$ cat src/rtl/stopwatch_digit_counter_pkg.sv
// Shared types and digit limits for the stopwatch counter; BCD_MODE_EN selects decimal digits.
// Without BCD_MODE_EN each digit counts the full hex range 0-F.
package stopwatch_pkg;

    typedef enum logic [1:0] {
        IDLE = 2'd0,
        RUN  = 2'd1,
        HOLD = 2'd2
    } sw_state_e;

    localparam int DIGIT_W = 4;

    typedef logic [DIGIT_W-1:0] digit_t;

`ifdef BCD_MODE_EN
    localparam digit_t DIGIT_MAX = 4'd9;
`else
    localparam digit_t DIGIT_MAX = 4'd15;
`endif

    function automatic digit_t clamp_digit(input digit_t d);
`ifdef BCD_MODE_EN
        return (d > DIGIT_MAX) ? DIGIT_MAX : d;
`else
        return d;
`endif
    endfunction

endpackage

$ cat src/rtl/stopwatch_digit_counter_if.sv
// Command/display bundle between the stopwatch controller (master) and the counter (slave).
interface stopwatch_digit_counter_if
    import stopwatch_pkg::*;
#(
    parameter int NUM_DIGITS = 4
);
    logic                          Start;
    logic                          Stop;
    logic                          Clear;
    logic                          Load;
    logic [DIGIT_W*NUM_DIGITS-1:0] LoadValue;
    logic [DIGIT_W*NUM_DIGITS-1:0] Digits;
    logic                          Running;
    logic                          Tick;
    logic                          Overflow;

    modport master (
        output Start, Stop, Clear, Load, LoadValue,
        input  Digits, Running, Tick, Overflow
    );

    modport slave (
        input  Start, Stop, Clear, Load, LoadValue,
        output Digits, Running, Tick, Overflow
    );
endinterface

$ cat src/rtl/stopwatch_digit_counter_rate_divider.sv
// Down-counter issuing TickNow every TICK_DIV enabled cycles.
// Latency: TickNow is combinational from the counter flop; no backpressure.
module rate_divider #(
    parameter int TICK_DIV = 50_000_000
) (
    input  logic Clock,
    input  logic Reset,
    input  logic Reload,
    input  logic Enable,
    output logic TickNow
);
    localparam int CNT_W = (TICK_DIV > 1) ? $clog2(TICK_DIV) : 1;
    localparam logic [CNT_W-1:0] RELOAD_VAL = CNT_W'(TICK_DIV - 1);

    logic [CNT_W-1:0] div_cnt_q;
    logic [CNT_W-1:0] div_cnt_d;

    assign TickNow = Enable && (div_cnt_q == '0);

    always_comb begin
        div_cnt_d = div_cnt_q;
        if (Reload || TickNow) begin
            div_cnt_d = RELOAD_VAL;
        end else if (Enable) begin
            div_cnt_d = div_cnt_q - 1'b1;
        end
    end

    always_ff @(posedge Clock) begin
        if (Reset) begin
            div_cnt_q <= RELOAD_VAL;
        end else begin
            div_cnt_q <= div_cnt_d;
        end
    end
endmodule

$ cat src/rtl/stopwatch_digit_counter.sv
// Multi-digit stopwatch up-counter feeding per-digit hex decoders; BCD_MODE_EN selects decimal digits.
// Latency: commands take effect at the sampling edge; Tick/Overflow are registered with the new Digits.
// Backpressure: none; commands are level-sampled every cycle.
module stopwatch_digit_counter
    import stopwatch_pkg::*;
#(
    parameter int TICK_DIV   = 50_000_000,
    parameter int NUM_DIGITS = 4
) (
    input  logic                      Clock,
    input  logic                      Reset,
    stopwatch_digit_counter_if.slave  bus
);
    localparam int BUS_W = DIGIT_W * NUM_DIGITS;

    sw_state_e        state_q;
    logic [BUS_W-1:0] digits_q;
    logic [BUS_W-1:0] digits_d;
    logic [BUS_W-1:0] load_d;
    logic             tick_q;
    logic             ovf_q;
    logic             tick_now;
    logic             all_max;
    logic             carry;
    logic             enter_run;
    logic             reload;
    digit_t           cur;

    assign enter_run = bus.Start && !bus.Stop && (state_q != RUN);
    assign reload    = bus.Clear || bus.Load || enter_run;

    rate_divider #(
        .TICK_DIV (TICK_DIV)
    ) u_div (
        .Clock   (Clock),
        .Reset   (Reset),
        .Reload  (reload),
        .Enable  (state_q == RUN),
        .TickNow (tick_now)
    );

    // Ripple carry: digit i advances only when every lower digit is at its max.
    always_comb begin
        carry    = 1'b1;
        cur      = '0;
        digits_d = digits_q;
        load_d   = '0;
        for (int i = 0; i < NUM_DIGITS; i++) begin
            cur = digits_q[i*DIGIT_W +: DIGIT_W];
            if (carry) begin
                digits_d[i*DIGIT_W +: DIGIT_W] = (cur == DIGIT_MAX) ? '0 : cur + digit_t'(1);
            end
            carry = carry && (cur == DIGIT_MAX);
            load_d[i*DIGIT_W +: DIGIT_W] = clamp_digit(bus.LoadValue[i*DIGIT_W +: DIGIT_W]);
        end
        all_max = carry;
    end

    always_ff @(posedge Clock) begin
        if (Reset) begin
            state_q  <= IDLE;
            digits_q <= '0;
            tick_q   <= 1'b0;
            ovf_q    <= 1'b0;
        end else begin
            tick_q <= 1'b0;
            ovf_q  <= 1'b0;
            if (bus.Clear) begin
                state_q  <= IDLE;
                digits_q <= '0;
            end else if (bus.Load) begin
                state_q  <= HOLD;
                digits_q <= load_d;
            end else if (bus.Stop) begin
                // Stop alongside Start still lands in HOLD even from IDLE.
                if (state_q == RUN || bus.Start) begin
                    state_q <= HOLD;
                end
            end else if (enter_run) begin
                state_q <= RUN;
            end else if (tick_now) begin
                digits_q <= digits_d;
                tick_q   <= 1'b1;
                ovf_q    <= all_max;
            end
        end
    end

    assign bus.Digits   = digits_q;
    assign bus.Running  = (state_q == RUN);
    assign bus.Tick     = tick_q;
    assign bus.Overflow = ovf_q;
endmodule

$ cat src/flat_wrapper.sv
// flat-port wrapper written by rule: the top's interface ports become plain ports
module stopwatch_digit_counter_flat import stopwatch_pkg::*;
#(
    parameter int TICK_DIV   = 50_000_000,
    parameter int NUM_DIGITS = 4
)
  (Clock, Reset, bus_Start, bus_Stop, bus_Clear, bus_Load, bus_LoadValue, bus_Digits, bus_Running, bus_Tick, bus_Overflow);
  stopwatch_digit_counter_if #(.NUM_DIGITS(NUM_DIGITS)) bus_i ();
  input  logic Clock;
  input  logic Reset;
  input wire logic [$bits(bus_i.Start)-1:0] bus_Start;
  input wire logic [$bits(bus_i.Stop)-1:0] bus_Stop;
  input wire logic [$bits(bus_i.Clear)-1:0] bus_Clear;
  input wire logic [$bits(bus_i.Load)-1:0] bus_Load;
  input wire logic [$bits(bus_i.LoadValue)-1:0] bus_LoadValue;
  output wire logic [$bits(bus_i.Digits)-1:0] bus_Digits;
  output wire logic [$bits(bus_i.Running)-1:0] bus_Running;
  output wire logic [$bits(bus_i.Tick)-1:0] bus_Tick;
  output wire logic [$bits(bus_i.Overflow)-1:0] bus_Overflow;
  assign bus_i.Start = bus_Start;
  assign bus_i.Stop = bus_Stop;
  assign bus_i.Clear = bus_Clear;
  assign bus_i.Load = bus_Load;
  assign bus_i.LoadValue = bus_LoadValue;
  assign bus_Digits = bus_i.Digits;
  assign bus_Running = bus_i.Running;
  assign bus_Tick = bus_i.Tick;
  assign bus_Overflow = bus_i.Overflow;
  stopwatch_digit_counter #(.TICK_DIV(TICK_DIV), .NUM_DIGITS(NUM_DIGITS)) u_core (.Clock(Clock), .Reset(Reset), .bus(bus_i));
endmodule
$ cat config.mk
export PLATFORM = sky130hd
export DESIGN_NAME = stopwatch_digit_counter_flat
export DESIGN_NICKNAME = d
export VERILOG_FILES = /design/src/rtl/stopwatch_digit_counter_pkg.sv /design/src/rtl/stopwatch_digit_counter_if.sv /design/src/rtl/stopwatch_digit_counter_rate_divider.sv /design/src/rtl/stopwatch_digit_counter.sv /design/src/flat_wrapper.sv
export SDC_FILE = /design/constraint.sdc
export NUM_CORES = 1
export LEC_CHECK = 0
export ABC_AREA = 1
export ABC_CLOCK_PERIOD_IN_PS = 2200
export CAP_MARGIN = 15
export CELL_PAD_IN_SITES_DETAIL_PLACEMENT = 1
export CELL_PAD_IN_SITES_GLOBAL_PLACEMENT = 1
export CORE_UTILIZATION = 39
export CTS_CLUSTER_DIAMETER = 80
export DETAILED_ROUTE_END_ITERATION = 10
export HOLD_SLACK_MARGIN = 0.15
export PLACE_DENSITY = 0.9
export SLEW_MARGIN = 20
export SYNTH_ARGS = -nofsm -noshare
export SYNTH_HDL_FRONTEND = slang
export SYNTH_HIERARCHICAL = 1
export SYNTH_SLANG_ARGS = --single-unit
$ cat constraint.sdc
create_clock -name Clock -period 2.2 [get_ports Clock]
set_input_delay 0.55 -clock Clock [delete_from_list [all_inputs] [get_ports Clock]]
set_output_delay 0.55 -clock Clock [all_outputs]
set_load 0.01 [all_outputs]
==> flow_summary.json <==
{
  "clock_latency_ns": 0.30,
  "synth_cell_type_count": 33,
  "overflow": 0,
  "fp.dieH_um": 86.3,
  "cts_tree": "built",
  "cp_top_family": "buffers and inverters",
  "power_mw": 1.69,
  "seq_area_um2": 922,
  "fmax_mhz": 475,
  "clkPwrFrac_pct": 38.6,
  "grt_pass1_vias": 2799,
  "min_path_cells": 2,
  "tightestPinTransition_ns": 0.395,
  "port-buffer-count": 40,
  "yosysSeqAreaShare_pct": 33.2,
  "r2r-start": "u_core/u_div/div_cnt_q[8]",
  "rsz0062_at_grt": "false",
  "synth-warning-count": 6,
  "cpMostUsedCell": "inv_1",
  "nFillCells": 915,
  "h-tree-depth": 2,
  "seqPwrFrac_pct": 50.7,
  "fin_skew_ns": 0.00815,
  "rrSetupSlack_ns": 0.22,
  "drt_wl_total_mm": 7.64,
  "cts_buffers": 5,
  "share_comb_of_total_power_pct": 10.7,
  "path_cells": "inv_1 > nand2_2 > inv_1 > buf_4 > clkdlybuf4s50_1",
  "setup_violations": 0,
  "status": "complete, no violations",
  "p_leak_nw": 1.60,
  "syn_to_final_growth_pct": 24.3,
  "wl_per_cell_um": 14.0,
  "grt_start_max_net_pins": 16,
  "synth_edf_count": 0,
  "dp.cells": 538,
  "diodes": 0,
  "core_area_mm2": 0.00683,
  "slew_viol_final": 0,
  "fin_crit_ns": 2.11,
  "antenna_left": 0,
  "async_flop_share_pct": 0,
  "end_kind": "primary output",
  "dp_hpwl_mm": 5.70,
  "fin_crit_sh_pct": 95.8,
  "cp.required_ns": 1.65,
  "fin_util_pct": 50.4,
  "holdCritStartpoint": "u_core/state_q[0]",
  "p_sw_uw": 395,
  "io_pins": 41,
  "synth-seq-cells": 46,
  "slew_headroom_pct": 73.6,
  "num_rows": 30,
  "hold_path.class": "flop to flop",
  "cp_slowest_cell": "clkdlybuf4s50_1",
  "max_cap_viol_count": 0,
  "cts_buffer_depth": 2,
  "die_w_um": 86.3,
  "setup_tns_ns": 0,
  "globalplace.congestion": 0.826,
  "cts_root_buffer": "clkbuf_8",
  "drt-pass1-iter-count": 4,
  "cp.depth": 5,
  "syn_nets": 429,
  "p_int_mw": 1.30,
  "p_per_area_mw_per_mm2": 491,
  "multiInputGateArea_mm2": 0.00162,
  "avgSynthCellArea_um2": 6.90,
  "grt_pass1_wl_mm": 12.6,
  "synth_ff_type": "dfxtp_1",
  "vias": 2779,
  "r2r_end": "u_core/bus.Digits[11]",
  "remaining_drc_errors": 0,
  "cpPeakStageDelay_ns": 0.54,
  "worst_hold_path.endpoint": "u_core/state_q[0]",
  "clock_sinks": 46,
  "fin_cells": 547,
  "die-area_mm2": 0.00745,
  "max-vdd-ir-drop_v": 0.000234,
  "startpoint_type": "flop",
  "swShare_pct": 23.3,
  "grt_use_total_pct": 21.6,
  "drive_gt1_share_pct": 12.6,
  "netlist_area_mm2": 0.00277,
  "start_util_pct": 40.6,
  "dr.first_iter.drc_count": 92,
  "cp.arrival_ns": 1.56,
  "synth_cells": 402,
  "cts-hold-fix-buffers": 0,
  "vias_per_cell": 5.08,
  "r2r.worst_path.cells": 12,
  "antenna_found_initial": 0,
  "clk_pin_slew_ns": 0.08,
  "crit_type": "flop to primary output",
  "nets": 478,
  "path_max_fanout": 4,
  "hold_viol_final": 0,
  "critPathBufInv": 4
}
what timing repair did:
action | CTS | global route
endpoints found under the setup margin | 0 | 8
gates resized for setup | 0 | 3
buffers inserted | 0 | 2
cells by family after synthesis:
group	share of synthesized area, %
adder cells (fa/ha/maj)	2.26
buffers and inverters	8.93
flip-flops	33.2
AO/OA/AOI/OAI	5.46
XOR/XNOR	3.79
AND/OR/NAND/NOR	46.0
multiplexers	0.361
final cells by class:
cell class | count | share of cell area (%)
multi-input cells | 300 | 46.9
clock inverters | 1 | 0.871
inverters | 47 | 5.19
flip-flops and latches | 46 | 26.8
well taps | 96 | 3.49
repair buffers | 51 | 14.4
clock buffers | 6 | 2.40
worst reg2reg max path, stage by stage (launching register included):
cell	delay [ns]
dfxtp_1	0.37
nor2_1	0.31
nand2_1	0.18
nor2_2	0.18
nand4_4	0.12
inv_1	0.06
nand2_1	0.06
inv_1	0.10
nand2_4	0.09
nand2_8	0.12
nand3_4	0.12
nor2_1	0.13
nor2_1	0.05
through the flow:
stage / hold slack (ns) / instance area [um2] / worst slack [ns]
global route: 0.518 / 3450 / 0.0274
detailed placement: 0.483 / 3300 / 0.0704
global placement: 0.464 / 3300 / 0.112
floorplan: 0.450 / 2770 / 0.207
CTS: 0.497 / 3420 / 0.105
finish: 0.495 / 3450 / 0.0925
registers in the layout, indices dropped and copies added, names as in the netlist:
signal,flops
u_core/u_div/div_cnt_q,26
u_core/bus.Tick,1
u_core/bus.Overflow,1
u_core/bus.Digits,16
u_core/state_q,2
metal layers:
metal  up-vias  GRT usage [%]  part of all wire, %
met5         -              0                    0
met4         0           6.97                  1.7
met3        12           3.81                  2.9
met2        40           41.5                   53
met1      1353           23.8                   42
li1       1374              -                    -
placed cells by master, fill, tap and decap left out, drive strengths merged, types with 6 or more instances in the layout:
cell type | synthesis | final
xor2 | 7 | 7
a21oi | 12 | 12
clkbuf | 0 | 6
nor2 | 76 | 76
dfxtp | 46 | 46
buf | 9 | 11
clkdlybuf4s50 | 0 | 40
nand2 | 116 | 116
nand3 | 32 | 32
nand4 | 23 | 23
o21ai | 12 | 12
inv | 47 | 47
power by group through the flow:
stage	Clock, mW	Sequential [mW]	Combinational, mW
after floorplan	0	0.878	0.0900
after global placement	0	0.876	0.173
after detailed placement	0	0.877	0.179
after CTS	0.666	0.858	0.181
after global routing	0.698	0.859	0.201
final	0.653	0.858	0.182
cell usage after synthesis, types with 4 or more instances:
library cell	count	area [um2]
nor2_4	5	56.3
xnor2_1	5	43.8
a21oi_1	12	60.1
nor2_2	6	37.5
xor2_1	7	61.3
nand3_1	27	135
nand2_4	5	56.3
nand2_2	5	31.3
o21ai_0	12	60.1
nand2_1	106	398
dfxtp_1	46	921
buf_2	4	20.0
nand4_1	21	131
inv_1	43	161
nor2_1	63	236
ha_1	5	62.6
worst max path at each step:
stage / from / endpoint / slack [ns]
finish: u_core/state_q[1] / bus_Running / 0.09
global route: u_core/state_q[1] / bus_Running / 0.03
CTS: u_core/state_q[1] / bus_Running / 0.10
detailed placement: bus_Start / u_core/u_div/div_cnt_q[3] / 0.07
global placement: bus_Start / u_core/u_div/div_cnt_q[13] / 0.11
floorplan: u_core/state_q[1] / u_core/bus.Digits[12] / 0.21
Power figures use the tool's default switching activity.
